### src/rtl/pc_seq_pkg.sv
// Shared types and encodings for the PC-update sequencer: state enum, mux/cause/ALU codes
// and the opcode/funct decode tables.
package pc_seq_pkg;

   typedef enum logic [3:0] {
      S_FETCH      = 4'd0,
      S_MEM_WAIT   = 4'd1,
      S_IR_LOAD    = 4'd2,
      S_DECODE     = 4'd3,
      S_JR         = 4'd4,
      S_BRANCH     = 4'd5,
      S_JUMP       = 4'd6,
      S_JAL        = 4'd7,
      S_RTE        = 4'd8,
      S_EXEC_ARITH = 4'd9,
      S_EXEC_OTHER = 4'd10,
      S_EXC_SAVE   = 4'd11,
      S_EXC_READ   = 4'd12,
      S_EXC_LOAD   = 4'd13
   } state_e;

   localparam logic [2:0] PCSRC_JUMP   = 3'b000;
   localparam logic [2:0] PCSRC_ALU    = 3'b001;
   localparam logic [2:0] PCSRC_ALUOUT = 3'b010;
   localparam logic [2:0] PCSRC_MEM    = 3'b011;
   localparam logic [2:0] PCSRC_EPC    = 3'b100;

   localparam logic [1:0] IORD_PC  = 2'b00;
   localparam logic [1:0] IORD_VEC = 2'b01;

   localparam logic [1:0] EXC_INVALID  = 2'b00;
   localparam logic [1:0] EXC_OVERFLOW = 2'b01;
   localparam logic [1:0] EXC_DIVZERO  = 2'b10;

   localparam logic [1:0] ALU_IDLE   = 2'b00;
   localparam logic [1:0] ALU_PC_INC = 2'b01;
   localparam logic [1:0] ALU_BR_TGT = 2'b10;
   localparam logic [1:0] ALU_PC_DEC = 2'b11;

   localparam logic [5:0] OP_RTYPE = 6'h00;
   localparam logic [5:0] OP_J     = 6'h02;
   localparam logic [5:0] OP_JAL   = 6'h03;
   localparam logic [5:0] OP_BEQ   = 6'h04;
   localparam logic [5:0] OP_BNE   = 6'h05;
   localparam logic [5:0] OP_ADDI  = 6'h08;
   localparam logic [5:0] OP_RTE   = 6'h10;

   localparam logic [5:0] FN_JR  = 6'h08;
   localparam logic [5:0] FN_ADD = 6'h20;
   localparam logic [5:0] FN_SUB = 6'h22;

   // R-type functs handled by main control (jr/add/sub have their own paths)
   function automatic logic is_valid_funct(input logic [5:0] f);
      case (f)
         6'h00, 6'h02, 6'h03, 6'h04, 6'h07, 6'h10, 6'h12, 6'h18, 6'h1A,
         6'h21, 6'h23, 6'h24, 6'h25, 6'h26, 6'h27, 6'h2A, 6'h2B: return 1'b1;
         default: return 1'b0;
      endcase
   endfunction

   function automatic logic is_other_opcode(input logic [5:0] op);
      case (op)
         6'h09, 6'h0A, 6'h0C, 6'h0D, 6'h0E, 6'h0F,
         6'h20, 6'h21, 6'h23, 6'h28, 6'h29, 6'h2B: return 1'b1;
         default: return 1'b0;
      endcase
   endfunction

endpackage

### src/rtl/pc_seq_wait_ctr.sv
// Loadable down-counter pacing the instruction-fetch and exception-vector memory waits.
module pc_seq_wait_ctr (
   input  logic       clk_i,
   input  logic       rst_i,
   input  logic       load_i,
   input  logic [2:0] load_val_i,
   input  logic       dec_i,
   output logic       last_o
);

   logic [2:0] cnt_q, cnt_d;

   always_comb begin
      cnt_d = cnt_q;
      if (load_i) begin
         cnt_d = load_val_i;
      end else if (dec_i && (cnt_q != '0)) begin
         cnt_d = cnt_q - 3'd1;
      end
   end

   always_ff @(posedge clk_i or posedge rst_i) begin
      if (rst_i) begin
         cnt_q <= '0;
      end else begin
         cnt_q <= cnt_d;
      end
   end

   // Final wait cycle: the decrement taken now brings the count to zero.
   assign last_o = (cnt_q <= 3'd1);

endmodule

### src/rtl/pc_sequencer.sv
// Multicycle sequencer for the PC/EPC update path: fetch, branch/jump/jr/rte, exception entry,
// and hand-off of other ops to main control via exec_req/exec_done.
module pc_sequencer
   import pc_seq_pkg::*;
#(
   parameter int unsigned MEM_LATENCY = 2
) (
   input  logic       clk,
   input  logic       reset,
   input  logic [5:0] opcode,
   input  logic [5:0] funct,
   input  logic       zero,
   input  logic       overflow,
   input  logic       div_zero,
   input  logic       exec_done,
   output logic       exec_req,
   output logic [2:0] PCSource,
   output logic       PCWrite,
   output logic       EPCWrite,
   output logic       IRWrite,
   output logic       MemRead,
   output logic [1:0] IorD,
   output logic [1:0] ExcCause,
   output logic [1:0] alu_op,
   output logic       LinkWrite,
   output logic [3:0] state_dbg
);

   localparam logic [2:0] WAIT_FETCH = 3'(MEM_LATENCY - 1);
   localparam logic [2:0] WAIT_EXC   = 3'(MEM_LATENCY);

   state_e     state_q, state_d;
   logic [1:0] exc_cause_q, exc_cause_d;
   logic       ctr_load, ctr_dec, ctr_last, br_take;
   logic [2:0] ctr_val;

   pc_seq_wait_ctr u_wait_ctr (
      .clk_i      (clk),
      .rst_i      (reset),
      .load_i     (ctr_load),
      .load_val_i (ctr_val),
      .dec_i      (ctr_dec),
      .last_o     (ctr_last)
   );

   always_ff @(posedge clk or posedge reset) begin
      if (reset) begin
         state_q     <= S_FETCH;
         exc_cause_q <= EXC_INVALID;
      end else begin
         state_q     <= state_d;
         exc_cause_q <= exc_cause_d;
      end
   end

   assign ctr_dec   = (state_q == S_MEM_WAIT) || (state_q == S_EXC_READ);
   assign ExcCause  = exc_cause_q;
   assign state_dbg = state_q;

   // Decoded outputs are forced low while reset is high so they drop without a clock edge.
   always_comb begin
      state_d     = state_q;
      exc_cause_d = exc_cause_q;
      exec_req    = 1'b0;
      PCSource    = PCSRC_JUMP;
      PCWrite     = 1'b0;
      EPCWrite    = 1'b0;
      IRWrite     = 1'b0;
      MemRead     = 1'b0;
      IorD        = IORD_PC;
      alu_op      = ALU_IDLE;
      LinkWrite   = 1'b0;
      ctr_load    = 1'b0;
      ctr_val     = '0;
      br_take     = 1'b0;
      if (!reset) begin
         case (state_q)
            S_FETCH: begin
               MemRead  = 1'b1;
               IorD     = IORD_PC;
               alu_op   = ALU_PC_INC;
               ctr_load = 1'b1;
               ctr_val  = WAIT_FETCH;
               state_d  = S_MEM_WAIT;
            end
            S_MEM_WAIT: begin
               MemRead = 1'b1;
               if (ctr_last) state_d = S_IR_LOAD;
            end
            S_IR_LOAD: begin
               IRWrite  = 1'b1;
               PCSource = PCSRC_ALU;
               PCWrite  = 1'b1;
               state_d  = S_DECODE;
            end
            S_DECODE: begin
               alu_op = ALU_BR_TGT;
               if (opcode == OP_RTYPE) begin
                  if (funct == FN_JR) begin
                     state_d = S_JR;
                  end else if ((funct == FN_ADD) || (funct == FN_SUB)) begin
                     state_d = S_EXEC_ARITH;
                  end else if (is_valid_funct(funct)) begin
                     state_d = S_EXEC_OTHER;
                  end else begin
                     state_d     = S_EXC_SAVE;
                     exc_cause_d = EXC_INVALID;
                  end
               end else begin
                  case (opcode)
                     OP_BEQ, OP_BNE: state_d = S_BRANCH;
                     OP_J:           state_d = S_JUMP;
                     OP_JAL:         state_d = S_JAL;
                     OP_ADDI:        state_d = S_EXEC_ARITH;
                     OP_RTE:         state_d = S_RTE;
                     default: begin
                        if (is_other_opcode(opcode)) begin
                           state_d = S_EXEC_OTHER;
                        end else begin
                           state_d     = S_EXC_SAVE;
                           exc_cause_d = EXC_INVALID;
                        end
                     end
                  endcase
               end
            end
            S_JR: begin
               PCSource = PCSRC_ALU;
               PCWrite  = 1'b1;
               state_d  = S_FETCH;
            end
            S_BRANCH: begin
               br_take  = (opcode == OP_BEQ) ? zero : !zero;
               PCWrite  = br_take;
               PCSource = br_take ? PCSRC_ALUOUT : PCSRC_JUMP;
               state_d  = S_FETCH;
            end
            S_JUMP: begin
               PCSource = PCSRC_JUMP;
               PCWrite  = 1'b1;
               state_d  = S_FETCH;
            end
            S_JAL: begin
               PCSource  = PCSRC_JUMP;
               PCWrite   = 1'b1;
               LinkWrite = 1'b1;
               state_d   = S_FETCH;
            end
            S_RTE: begin
               PCSource = PCSRC_EPC;
               PCWrite  = 1'b1;
               state_d  = S_FETCH;
            end
            S_EXEC_ARITH: begin
               exec_req = 1'b1;
               if (overflow) begin
                  state_d     = S_EXC_SAVE;
                  exc_cause_d = EXC_OVERFLOW;
               end else begin
                  state_d = S_FETCH;
               end
            end
            S_EXEC_OTHER: begin
               exec_req = 1'b1;
               if (exec_done) begin
                  if (div_zero) begin
                     state_d     = S_EXC_SAVE;
                     exc_cause_d = EXC_DIVZERO;
                  end else begin
                     state_d = S_FETCH;
                  end
               end
            end
            S_EXC_SAVE: begin
               alu_op   = ALU_PC_DEC;
               EPCWrite = 1'b1;
               ctr_load = 1'b1;
               ctr_val  = WAIT_EXC;
               state_d  = S_EXC_READ;
            end
            S_EXC_READ: begin
               MemRead = 1'b1;
               IorD    = IORD_VEC;
               if (ctr_last) state_d = S_EXC_LOAD;
            end
            S_EXC_LOAD: begin
               PCSource = PCSRC_MEM;
               PCWrite  = 1'b1;
               state_d  = S_FETCH;
            end
            default: state_d = S_FETCH;
         endcase
      end
   end

endmodule
### config.mk
export PLATFORM = sky130hd
export DESIGN_NAME = pc_sequencer
export DESIGN_NICKNAME = d
export VERILOG_FILES = /design/src/rtl/pc_seq_pkg.sv /design/src/rtl/pc_seq_wait_ctr.sv /design/src/rtl/pc_sequencer.sv
export SDC_FILE = /design/constraint.sdc
export NUM_CORES = 1
export LEC_CHECK = 0
export CORE_MARGIN = 3
export CORE_UTILIZATION = 63
export CTS_CLUSTER_SIZE = 24
export DETAILED_ROUTE_END_ITERATION = 7
export DONT_BUFFER_PORTS = 1
export PLACE_DENSITY = 0.84
export SLEW_MARGIN = 30
export SYNTH_ARGS = -nofsm -noshare
export SYNTH_HDL_FRONTEND = slang
export SYNTH_SLANG_ARGS = --single-unit
### constraint.sdc
create_clock -name clk -period 2 [get_ports clk]
set_input_delay 0.4 -clock clk [delete_from_list [all_inputs] [get_ports clk]]
set_output_delay 0.4 -clock clk [all_outputs]
set_load 0.05 [all_outputs]
==> flow_summary.yaml, run 1 <==
yosys:
  synthArstFlopShare_pct: 100
  synth_top_family_by_area: "simple AND/OR/NAND/NOR gates"
  synth_area_leaders: "dfrtp_1, ha_1, o21ai_0"
  yosysTopAreaCell: "dfrtp_1"
  ys_types: 50
  synth-seq-area-share_pct: 18.6
  synth_top_area_share_pct: 18.6
  synth_top_cells_by_count: "nand2_1, inv_1, nor2_1, o21ai_0, a21oi_1"
  synth_area_mm2: 0.00121
  synth_seq_cells: 9
  yosys.area_share.simple_pct: 31.3
  synth_compound_area_share_pct: 28.7
  synth_area_per_cell_um2: 7.19
  yosys.area_share.adder_pct: 6.21
  ys.flop_type: "dfrtp_1"
  synth_xor_area_share_pct: 3.62
  synth_edf_count: 0
  yosysMostFrequentCell: "nand2_1"
  ys_warn_count: 0
  syn_inst: 168
  synth_mux_area_share_pct: 2.59
  syn_nets: 192
clock_tree:
  ctsLongestPathBuffers: 2
  cts_buffers: 3
  cts_htree_levels: 1
  numClockSinks: 9
  clockRootBuffer: "clkbuf_4"
die:
  die_w_um: 49.8
  die_h_um: 49.8
  num_rows: 15
  ios: 37
  initial_core_util_pct: 68.5
placed_design:
  dpl.cell_count: 208
  detailed_place_hpwl_mm: 2.84
  dp_worst_setup_slack_ps: -79.9
  gp_congestion: 0.845
  port_buffers: 0
global_routing:
  grt_max_degree: 22
run_status:
  stop_error: "[ERROR DPL-0038] Utilization greater than 100%, impossible to legalize"
  status: "stopped before the end"
  stop_stage: "global routing (5_1_grt)"
sta:
  crit_endpoint: "alu_op[0]"
  worstEndpointType: "output port"
## logic make-up after synthesis
kind of cell,Yosys count
and+or+nand+nor,69
DFF,9
AOI/OAI and AO/OA,51
other,1
muxes,3
xor gates and xnor gates,5
adders and majority gates,6
buffers and inverters,24
## repair_timing
item,CTS
hold buffers,1
resized for setup,11
endpoints found under the hold margin,3
endpoints found under the setup margin,14
gates cloned,0
buffers inserted,5
## metrics by stage
step	TNS, ps	area (um2)
after floorplan	-138	1340
after global placement	0	1570
after detailed placement	-194	1570
after CTS	-54.9	1690
==> run 2: changes to the inputs <==
--- a/config.mk
+++ b/config.mk
@@ -5,12 +5,11 @@
 export SDC_FILE = /design/constraint.sdc
 export NUM_CORES = 1
 export LEC_CHECK = 0
-export CORE_MARGIN = 3
-export CORE_UTILIZATION = 63
-export CTS_CLUSTER_SIZE = 24
+export CORE_AREA = 3 3 64 66
 export DETAILED_ROUTE_END_ITERATION = 7
+export DIE_AREA = 0 0 67 69
 export DONT_BUFFER_PORTS = 1
-export PLACE_DENSITY = 0.84
+export PLACE_DENSITY_LB_ADDON = 0.15
 export SLEW_MARGIN = 30
 export SYNTH_ARGS = -nofsm -noshare
 export SYNTH_HDL_FRONTEND = slang
==> run 2 against run 1 <==
Effect of this change: the flow now finishes, with violations (negative setup slack); synthesized cell count is the same; synthesized area is the same.
==> flow_summary.yaml, run 2 <==
worst_setup_path:
  arrival_ps: 1600
  worstSetupEndpointType: "output port"
  reg2reg_depth: 6
  required_ps: 1600
  start_kind: "input port"
  crit_family: "simple AND/OR/NAND/NOR gates"
  path_cells: "nor4_4 > nand3_2 > xor2_2 > nand2b_1 > a211oi_2 > nor4_4 > buf_12"
  r2r_start: "u_wait_ctr.cnt_q[1]"
  r2r_slack_ps: 90
  crit_top_cell: "nor4_4"
  critPathKind: "input port to output port"
  worst_path_largest_cell_delay_ps: 260
  regToRegEndpoint: "state_dbg[3]"
  critical_path_buf_inv_count: 1
  critical_path_peak_fanout: 7
  slowest_stage: "nor4_4"
yosys:
  yosysTopAreaCell: "dfrtp_1"
  synth-seq-area-share_pct: 18.6
  synth_edf_count: 0
  ys.flop_type: "dfrtp_1"
  synth_top_area_share_pct: 18.6
  syn_nets: 192
  synth_seq_cells: 9
  synth_area_leaders: "dfrtp_1, ha_1, o21ai_0"
  ys_types: 50
  synth_area_per_cell_um2: 7.19
  yosysMostFrequentCell: "nand2_1"
  synth_area_mm2: 0.00121
  syn_inst: 168
  ys_warn_count: 0
  synthArstFlopShare_pct: 100
  synth_top_cells_by_count: "nand2_1, inv_1, nor2_1, o21ai_0, a21oi_1"
power:
  power_mw: 2.44
  ir_drop_uv: 782
  p_leak_nw: 0.758
  power-per-cell-area_mw_per_mm2: 1350
clock_tree:
  cts.clk_slew.worst_paths_ps: 50
  ctsHoldBuffers: 0
  numClockSinks: 9
  cts_buffers: 3
  cts_htree_levels: 1
  worstSkewPairLatency_ps: 240
  ctsLongestPathBuffers: 2
  clockRootBuffer: "clkbuf_8"
  tritoncts: "done"
sta:
  hold_viol: 0
  setup_viol: 1
  fmax_mhz: 500
  rsz0062_at_grt: "yes"
  setup_slack_ps: -0.261
  fin_crit_sh_pct: 100
  fin_worst_skew_ps: 3.37
  holdWs_ps: 179
  period_needed_ps: 2000
  finalSetupTns_ps: -0.261
  final_max_slew_viol_count: 0
placed_design:
  port_buffers: 0
  gp_congestion: 0.909
  placed_area_mm2: 0.00164
  detailed_place_hpwl_mm: 3.01
die:
  die_w_um: 67
  initial_core_util_pct: 33.3
  ios: 37
  num_rows: 22
  die_h_um: 69
  die_area_mm2: 0.00462
  coreArea_mm2: 0.00363
global_routing:
  grt-ovfl-total: 0
  antenna_found_initial: 0
  grt_pass1_wl_mm: 6.13
  grt_max_degree: 16
  grt_pass1_vias: 1297
  track_usage_pct: 16.5
layout:
  layout_common_cells: "buf_4, nand2_1, inv_1"
  n_fill_cell: 357
  layout-drive-gt1-share_pct: 37.0
  largest_register_ff_count: 4
  antenna_cells: 0
  nNetsFinal: 225
  area_growth_pct: 48.9
  final_cell_area_mm2: 0.00180
  final_common_cell: "buf_4"
min_path:
  worstHoldPathType: "input port to asynchronous set/reset pin"
drt:
  firstDrtPassIters: 4
  drc_errors: 0
  routed_wl_mm: 3.84
  wl_per_cell_um: 15.5
  drtAntennaViolNets: 0
  num_vias: 1353
  first_iter_violations: 63
  via_per_inst: 5.46
job:
  cap_violations: 0
run_status:
  status: "finished, violations left"
  violations: "negative setup slack"
==> run 2: what timing repair did <==
action                     4_1_cts  5_1_grt
buffers inserted                 4        3
gates resized for setup          5        8
pin swaps                        2        1
setup endpoints to repair        4       10
==> run 2: through the flow <==
step,setup slack [ps],utilization [%],instances
after detailed placement,-68.4,45.2,237
final,-0.261,49.5,248
after floorplan,-138,-,168
after CTS,-13.9,47.9,245
after global routing,-86.6,49.5,248
after global placement,-47.6,45.2,237
==> run 2: per-layer routing <==
metal / routed length, um / share of wire, % / GRT usage, % / vias to the layer above
met4: 25 / 0.65 / 3.38 / 0
met5: 0 / 0 / 0 / -
met2: 1910 / 50 / 26.4 / 33
met1: 1700 / 44 / 22.6 / 645
met3: 203 / 5.3 / 3.42 / 4
li1: - / - / - / 671
==> run 2: kinds of logic (layout without fill, tap and decap cells) <==
family	after synthesis	after routing	synth area share (%)
fa+ha+maj	6	6	6.21
buf+inv	24	56	8.70
simple gates	69	69	31.3
flops	9	9	18.6
xor+xnor	5	5	3.62
other cells	1	1	0.310
compound gates	51	51	28.7
mux	3	3	2.59
==> run 2: layout make-up <==
| cell class | count | area (um2) | share of cell area, % |
|---|---|---|---|
| multi-input cells | 135 | 1030 | 57.3 |
| inverters | 13 | 48.8 | 2.71 |
| flip-flops and latches | 9 | 230 | 12.8 |
| well taps | 48 | 60.1 | 3.34 |
| repair buffers | 39 | 384 | 21.3 |
| clock buffers | 4 | 45.0 | 2.50 |
==> run 2: worst register-to-register path, delay by kind of cell (launching register included) <==
kind | cells | cell delay (ps)
buffers and inverters | 1 | 90
flip-flops | 1 | 380
AO/OA/AOI/OAI | 4 | 1120
adder cells (fa/ha/maj) | 1 | 180
==> run 2: report_power, final <==
group	internal (mW)	total, mW	switching [mW]
clock network	0.140	0.220	0.0806
logic	0.770	1.76	0.993
registers	0.270	0.454	0.184
total	1.18	2.44	1.26
==> run 2: how the worst max path moves through the flow <==
stage | start | end | slack, ps | depth (start not counted)
2_1_floorplan | opcode[5] | PCWrite | -140 | 6
3_3_place_gp | opcode[5] | PCWrite | -50 | 7
3_5_place_dp | opcode[5] | PCWrite | -70 | 7
4_1_cts | opcode[5] | PCWrite | -10 | 7
5_1_grt | opcode[5] | PCWrite | -90 | 7
6_report | opcode[5] | PCWrite | -0.3 | 7
(Power assumes the default switching activity.)
